### src/rtl/i2s_dac_serializer.sv
// I2S DAC serializer: mono PCM samples are played in both slots, with a one-entry holding buffer.
// Build option: define I2S_UNDERRUN_HOLD_EN to repeat the last sample on underrun (default: silence).
module i2s_dac_serializer #(
  parameter int unsigned BCLK_DIV    = 4,
  parameter int unsigned SAMPLE_BITS = 16,
  parameter int unsigned SLOT_BITS   = 32
) (
  input  logic                   clk,
  input  logic                   reset_n,
  input  logic [SAMPLE_BITS-1:0] sample_data,
  input  logic                   sample_valid,
  output logic                   sample_ready,
  output logic                   aud_bclk,
  output logic                   aud_daclrck,
  output logic                   aud_dacdat,
  output logic                   underrun
);

  localparam int unsigned DW = (BCLK_DIV > 2) ? $clog2(BCLK_DIV) : 1;
  localparam int unsigned BW = $clog2(2 * SLOT_BITS);
  localparam int unsigned IW = $clog2(SAMPLE_BITS);

  localparam logic [DW-1:0] DivLast = DW'(BCLK_DIV - 1);
  localparam logic [DW-1:0] DivHalf = DW'(BCLK_DIV / 2);
  localparam logic [BW-1:0] BitLast = BW'(2 * SLOT_BITS - 1);
  localparam logic [BW-1:0] SlotB   = BW'(SLOT_BITS);
  localparam logic [BW-1:0] SampB   = BW'(SAMPLE_BITS);

  logic [DW-1:0]          div_q, div_d;
  logic [BW-1:0]          bit_q, bit_d;
  logic                   bclk_q, bclk_d;
  logic                   lrck_q, lrck_d;
  logic                   dat_q, dat_d;
  logic                   under_q, under_d;
  logic                   full_q, full_d;
  logic                   ready_q, ready_d;
  logic [SAMPLE_BITS-1:0] buf_q, buf_d;
  logic [SAMPLE_BITS-1:0] word_q, word_d;

  logic          fall, fs, accept;
  logic [BW-1:0] pos;
  logic [IW-1:0] idx;

  always_comb begin
    fall   = (div_q == DivLast);
    fs     = fall && (bit_q == BitLast);
    accept = sample_valid && ready_q;

    div_d = fall ? '0 : div_q + DW'(1);
    bit_d = bit_q;
    if (fall) begin
      bit_d = (bit_q == BitLast) ? '0 : bit_q + BW'(1);
    end
    bclk_d = (div_d >= DivHalf);
    lrck_d = (bit_d >= SlotB);

    // Slot position of the bit about to be driven; position 0 is the I2S one-bit MSB delay.
    pos = lrck_d ? bit_d - SlotB : bit_d;
    idx = IW'(SampB - pos);
    dat_d = dat_q;
    if (fall) begin
      dat_d = ((pos != '0) && (pos <= SampB)) ? word_q[idx] : 1'b0;
    end

    buf_d   = buf_q;
    full_d  = full_q;
    word_d  = word_q;
    under_d = 1'b0;
    // The frame-start decision looks at the buffer state before this edge, so a sample
    // accepted on the same clock waits for the following frame.
    if (fs) begin
      if (full_q) begin
        word_d = buf_q;
        full_d = 1'b0;
      end else begin
        under_d = 1'b1;
`ifdef I2S_UNDERRUN_HOLD_EN
        word_d = word_q;
`else
        word_d = '0;
`endif
      end
    end
    if (accept) begin
      buf_d  = sample_data;
      full_d = 1'b1;
    end
    ready_d = !full_d;
  end

  always_ff @(posedge clk or negedge reset_n) begin
    if (!reset_n) begin
      div_q   <= '0;
      bit_q   <= '0;
      bclk_q  <= 1'b0;
      lrck_q  <= 1'b0;
      dat_q   <= 1'b0;
      under_q <= 1'b0;
      full_q  <= 1'b0;
      ready_q <= 1'b0;
      buf_q   <= '0;
      word_q  <= '0;
    end else begin
      div_q   <= div_d;
      bit_q   <= bit_d;
      bclk_q  <= bclk_d;
      lrck_q  <= lrck_d;
      dat_q   <= dat_d;
      under_q <= under_d;
      full_q  <= full_d;
      ready_q <= ready_d;
      buf_q   <= buf_d;
      word_q  <= word_d;
    end
  end

  assign sample_ready = ready_q;
  assign aud_bclk     = bclk_q;
  assign aud_daclrck  = lrck_q;
  assign aud_dacdat   = dat_q;
  assign underrun     = under_q;

endmodule

### config.mk
export PLATFORM = sky130hd
export DESIGN_NAME = i2s_dac_serializer
export DESIGN_NICKNAME = d
export VERILOG_FILES = /design/src/rtl/i2s_dac_serializer.sv
export SDC_FILE = /design/constraint.sdc
export NUM_CORES = 1
export LEC_CHECK = 0
export ABC_AREA = 1
export BUFFER_PORTS_ARGS = -buffer_cell sky130_fd_sc_hd__buf_2
export CAP_MARGIN = 20
export CORE_ASPECT_RATIO = 1.75
export CORE_MARGIN = 2
export CORE_UTILIZATION = 35
export DETAILED_ROUTE_END_ITERATION = 6
export MAX_ROUTING_LAYER = met4
export PLACE_DENSITY_LB_ADDON = 0.1
export SLEW_MARGIN = 40
export SYNTH_ARGS = -nofsm -noshare
export SYNTH_HDL_FRONTEND = slang
export SYNTH_SLANG_ARGS = --single-unit
### constraint.sdc
create_clock -name clk -period 2.9 [get_ports clk]
set_input_delay 0.87 -clock clk [delete_from_list [all_inputs] [get_ports clk]]
set_output_delay 0.87 -clock clk [all_outputs]
set_load 0.01 [all_outputs]
### After elaboration in Yosys (flattened, before gate mapping)

Index checks and enable logic that the tools add are counted.

| storage, ports and cells | value |
|---|---|
| flip-flop bits (word level) | 46 |
| input bits | 19 |
| output and inout bits | 5 |

| cells by class | value |
|---|---|
| $lt $le $gt $ge | 4 |
| $add $sub $neg | 4 |
| reductions and logical operators | 5 |
| muxes and demuxes | 12 |
| equal/unequal tests | 2 |

Operators by type and width:

| operator | number |
|---|---|
| two-way mux 6 bit | 3 |
| two-way mux 16 bit | 1 |
| adder 6 x 1 -> 6 bit (second input constant) | 1 |
| == test 6 bit (second input constant) | 1 |
| greater-or-equal comparator 6 bit (second input constant) | 1 |
| <= comparator 6 x 5 -> 1 bit (second input constant) | 1 |
| two-way mux 1 bit | 6 |
| nonzero test 6 bit | 1 |
| subtractor 6 bit (second input constant) | 1 |
| < comparator 4 x 5 -> 1 bit (second input constant) | 1 |
| binary-select mux 1 bit (select 4 bit) | 1 |
| subtractor 1 x 4 -> 4 bit (first input constant) | 1 |
| logical AND 1 bit | 3 |
| adder 2 x 1 -> 2 bit (second input constant) | 1 |
| == test 2 bit (second input constant) | 1 |
| greater-or-equal comparator 2 bit (second input constant) | 1 |
| two-way mux 2 bit | 1 |
| zero test 1 bit | 1 |

### Depth between registers and ports, before layout

| depth | value |
|---|---|
| word-level depth | 9 |
| mapped depth | 15 |

### Worst setup path before layout

OpenSTA, ideal clock, no wires.

| timing path | value |
|---|---|
| kind | reg2reg |
| start point | register aud_bclk (netlist name) |
| end point | register dat_q, in the netlist aud_dacdat |
| cell stages (with the launch flop) | 16 |
| setup slack | 0.803 ns |
| arrival time | 1.980 ns |
| clock period less this slack | 2.097 ns |
| buffers on the path | 2 |
| required time | 2.783 ns |
| path through | dfrtp_1 -> ha_1 -> buf_6 -> nand2_2 -> inv_2 -> nor2_8 -> nand2_4 -> buf_8 -> ha_1 -> or2_1 -> nand2_1 -> inv_1 -> nand3_1 -> nand3_1 -> nand3_1 -> nand2_1 |

RTL lines:

| item | line | text |
|---|---|---|
| to (signal assigned) | 108 | `dat_q <= dat_d;` |
| to (decl) | 33 | `logic dat_q, dat_d;` |

==> impl_metrics.env <==
export IMPL_synth_top_area_frac=0.535
export IMPL_buffer_ports_inserted=23
export IMPL_total_buffers_and_inverters_traversed_by_the_critical_path=1
export IMPL_power_after_layout_w=0.00112
export IMPL_rows=37
export IMPL_async_flop_share=1.00
export IMPL_first_global_vias=1499
export IMPL_post_route_cells_drive_above_1_share=0.272
export IMPL_routed_top_layer="met4"
export IMPL_crit_chain="ha_1, nand2_2, nor2_4, nand2_4, nand2_4, ha_1, or2_1, nand2_1, inv_1, nand3_1, nand3_1, nand3_1, nand2_1"
export IMPL_ys_types=24
export IMPL_gp_routability_congestion=0.941
export IMPL_number_of_antenna_violations_at_the_first_check_in_global_routing=0
export IMPL_max_vdd_ir_drop_uv=270
export IMPL_maxCapViolCount=0
export IMPL_run_status="complete, no violations"
export IMPL_synth_fp_nets=239
export IMPL_clk_transition_reported_paths_ns=0.08
export IMPL_critical_path_max_stage_delay_ns=0.39
export IMPL_yosysWarningCount=0
export IMPL_post_synth_cell_area_avg_um2=9.70
export IMPL_power_share_switching=0.206
export IMPL_grt_max_degree=46
export IMPL_met2WireLength_um=2160
export IMPL_clock_sink_count=45
export IMPL_layout_cell_area_non_filler_mm2=0.00237
export IMPL_vias=1472
export IMPL_fin_util=0.406
export IMPL_via_per_inst=4.64
export IMPL_internal_power_w=0.000887
export IMPL_cp_common_cell="sky130_fd_sc_hd__nand3_1"
export IMPL_floorplan_die_height_um=107
export IMPL_max_freq_ghz=0.420
export IMPL_library_cell_with_the_highest_instance_count_after_synthesis="sky130_fd_sc_hd__nand2_1"
export IMPL_ys_dominant_reg_cell="sky130_fd_sc_hd__dfrtp_1"
export IMPL_cts_tree="built"
export IMPL_cts_inserted_buffers=5
export IMPL_synth_area_top_cells="sky130_fd_sc_hd__dfrtp_1 54%, sky130_fd_sc_hd__nand2_1 11%, sky130_fd_sc_hd__mux2_2 8.6%"
export IMPL_switching_component_of_the_power_w=0.000230
export IMPL_grt_first_pass_wirelength_um=7130
export IMPL_cp_top_family="simple AND/OR/NAND/NOR gates"
export IMPL_crit_start="aud_bclk$_DFF_PN0_"
export IMPL_tns_ns=0
export IMPL_worst_setup_path_start_kind="flop"
export IMPL_post_dp_cell_area_mm2=0.00226
export IMPL_rsz_0062_raised_after_global_routing="false"
export IMPL_post_cts_repair_setup_buffers=0
export IMPL_timing_slew_headroom=0.536
export IMPL_power_frac_seq=0.561
export IMPL_slew_violations=0
export IMPL_areaGrowthSynthToFinish_pct=12.5
export IMPL_critPathCaptureType="flop"
export IMPL_drcViolationCount=0
export IMPL_clockBufferDepth=2
export IMPL_ys_top_cells_by_count="61 x sky130_fd_sc_hd__nand2_1, 45 x sky130_fd_sc_hd__dfrtp_1, 27 x sky130_fd_sc_hd__nand3_1"
export IMPL_critical_path_slowest_cell="sky130_fd_sc_hd__dfrtp_1"
export IMPL_die_width_um=62.6
export IMPL_library_cell_occupying_the_most_area_in_the_post_synthesis_netlist="sky130_fd_sc_hd__dfrtp_1"
export IMPL_edff_count_synth=0
export IMPL_clk_insertion_delay_late_ns=0.30
export IMPL_synth_seq_cells=45
export IMPL_drt_wirelength_per_cell_um=12.6
export IMPL_io_pins=24
export IMPL_drt_first_iter_violations=55
export IMPL_power_density_mw_per_mm2=472
export IMPL_cts_hold_buf=0
export IMPL_placedCellCount=310
export IMPL_finalWorstPathRequiredPeriod_ns=2.38
export IMPL_cp_required_ns=3.09
export IMPL_initial_utilization=0.361
export IMPL_netlist_instances=217
export IMPL_power_frac_comb=0.021
export IMPL_detail_route_first_pass_iterations=4
export IMPL_floorplan_core_area_mm2=0.00583
export IMPL_hold_viol_final=0
export IMPL_min_delay_start="div_q[0]$_DFF_PN0_"
export IMPL_worst_clock_skew_ns=0.00247
export IMPL_cp_arrival_ns=2.58
export IMPL_detailedPlacementHpwl_um=2910
export IMPL_antenna_cells=0
export IMPL_clockRootBuffer="sky130_fd_sc_hd__clkbuf_8"
export IMPL_syn_area_mm2=0.00210
export IMPL_min_path_type="flop to flop"
export IMPL_setup_viol=0
export IMPL_post_cts_resize_count=0
export IMPL_reg2reg_from="aud_bclk$_DFF_PN0_"
export IMPL_gr_total_overflow=0
export IMPL_leakage_nw=1.15
export IMPL_fin_crit_sh=0.822
export IMPL_fin_nets=261
export IMPL_tightest_slew_ns=0.694
export IMPL_drt_met1_wl_um=1670
export IMPL_cts_htree_levels=2
export IMPL_n_fill_cell=646
export IMPL_track_usage=0.139
export IMPL_synth_seq_area_share=0.535
export IMPL_post_layout_nonfiller_instances=317
export IMPL_met3WireLength_um=99
export IMPL_pwr_share_clk=0.418
export IMPL_worstSetupPathType="flop to flop"
export IMPL_area_of_the_die_mm2=0.00667
export IMPL_postRouteAntennaNets=0
export IMPL_critical_path_max_fanout=43
export IMPL_postRouteWirelength_um=4000
==> registers in the layout, indices dropped and copies added, names as in the netlist <==
name          count
aud_dacdat        1
word_q           16
div_q             1
sample_ready      1
aud_daclrck       1
aud_bclk          1
underrun          1
bit_q             6
buf_q            16
full_q            1
==> per-stage QoR <==
step	worst slack, ns	hold slack (ns)
2_1_floorplan	0.803	0.401
3_3_place_gp	0.582	0.408
3_5_place_dp	0.500	0.418
4_1_cts	0.487	0.430
5_1_grt	0.229	0.457
6_report	0.517	0.428
==> area by class of cell <==
cell class	count	area, µm²	area share
well taps	78	97.6	0.0412
flip-flops and latches	45	1130	0.476
repair buffers	24	123	0.0518
inverters	13	48.8	0.0206
multi-input cells	150	868	0.367
clock inverters	2	35.0	0.0148
clock buffers	5	68.8	0.0291
==> path summary, 6_finish.rpt <==
path	to	slack, ns	depth (start not counted)
setup / recovery	aud_dacdat$_DFFE_PN0P_	0.52	13
hold / removal	div_q[0]$_DFF_PN0_	0.43	1
setup reg to reg	aud_dacdat$_DFFE_PN0P_	0.52	13
hold reg to reg	div_q[0]$_DFF_PN0_	0.43	1
max in group asynchronous	bit_q[1]$_DFF_PN0_	1.87	2
min in group asynchronous	aud_bclk$_DFF_PN0_	0.63	2
==> logic make-up (layout without fill, tap and decap cells) <==
kind of cell / Yosys count / in the layout / synth area share
AOI/OAI and AO/OA: 20 / 20 / 0.0529
adders and majority gates: 3 / 3 / 0.0178
buffers and inverters: 22 / 44 / 0.0523
DFF: 45 / 45 / 0.535
muxes: 16 / 16 / 0.0856
and+or+nand+nor: 111 / 111 / 0.256
==> layout by cell type, fill, tap and decap left out <==
master and count:
sky130_fd_sc_hd__nand2_1 61, sky130_fd_sc_hd__dfrtp_1 45, sky130_fd_sc_hd__nand3_1 27, sky130_fd_sc_hd__buf_2 23, sky130_fd_sc_hd__mux2_2 16, sky130_fd_sc_hd__o21ai_0 16, sky130_fd_sc_hd__inv_1 11, sky130_fd_sc_hd__nand2_2 5
sky130_fd_sc_hd__nor2_1 5, sky130_fd_sc_hd__clkbuf_8 5, sky130_fd_sc_hd__nor2_4 3, sky130_fd_sc_hd__nor2_2 3, sky130_fd_sc_hd__ha_1 3, sky130_fd_sc_hd__inv_2 2, sky130_fd_sc_hd__or2_1 2, sky130_fd_sc_hd__nand2_4 2
sky130_fd_sc_hd__a221oi_1 2, sky130_fd_sc_hd__o21ai_2 1, sky130_fd_sc_hd__nor2_8 1, sky130_fd_sc_hd__nand3b_1 1, sky130_fd_sc_hd__nand3_2 1, sky130_fd_sc_hd__a21oi_1 1, sky130_fd_sc_hd__bufinv_16 1, sky130_fd_sc_hd__clkinv_2 1
sky130_fd_sc_hd__buf_4 1
==> per-layer routing <==
layer	global-route usage	vias up
li1	-	751
met1	0.162	697
met2	0.238	17
met3	0.0220	7
met4	0.0571	0
met5	-	-
==> power by group through the flow <==
stage	Combinational, W	Clock (W)	Sequential [W]
2_1_floorplan	0.000000243	0	0.000640
4_1_cts	0.0000259	0.000478	0.000627
6_report	0.0000236	0.000466	0.000627
3_5_place_dp	0.0000259	0	0.000639
3_3_place_gp	0.0000257	0	0.000639
5_1_grt	0.0000290	0.000505	0.000627
Power figures use the tool's default switching activity.
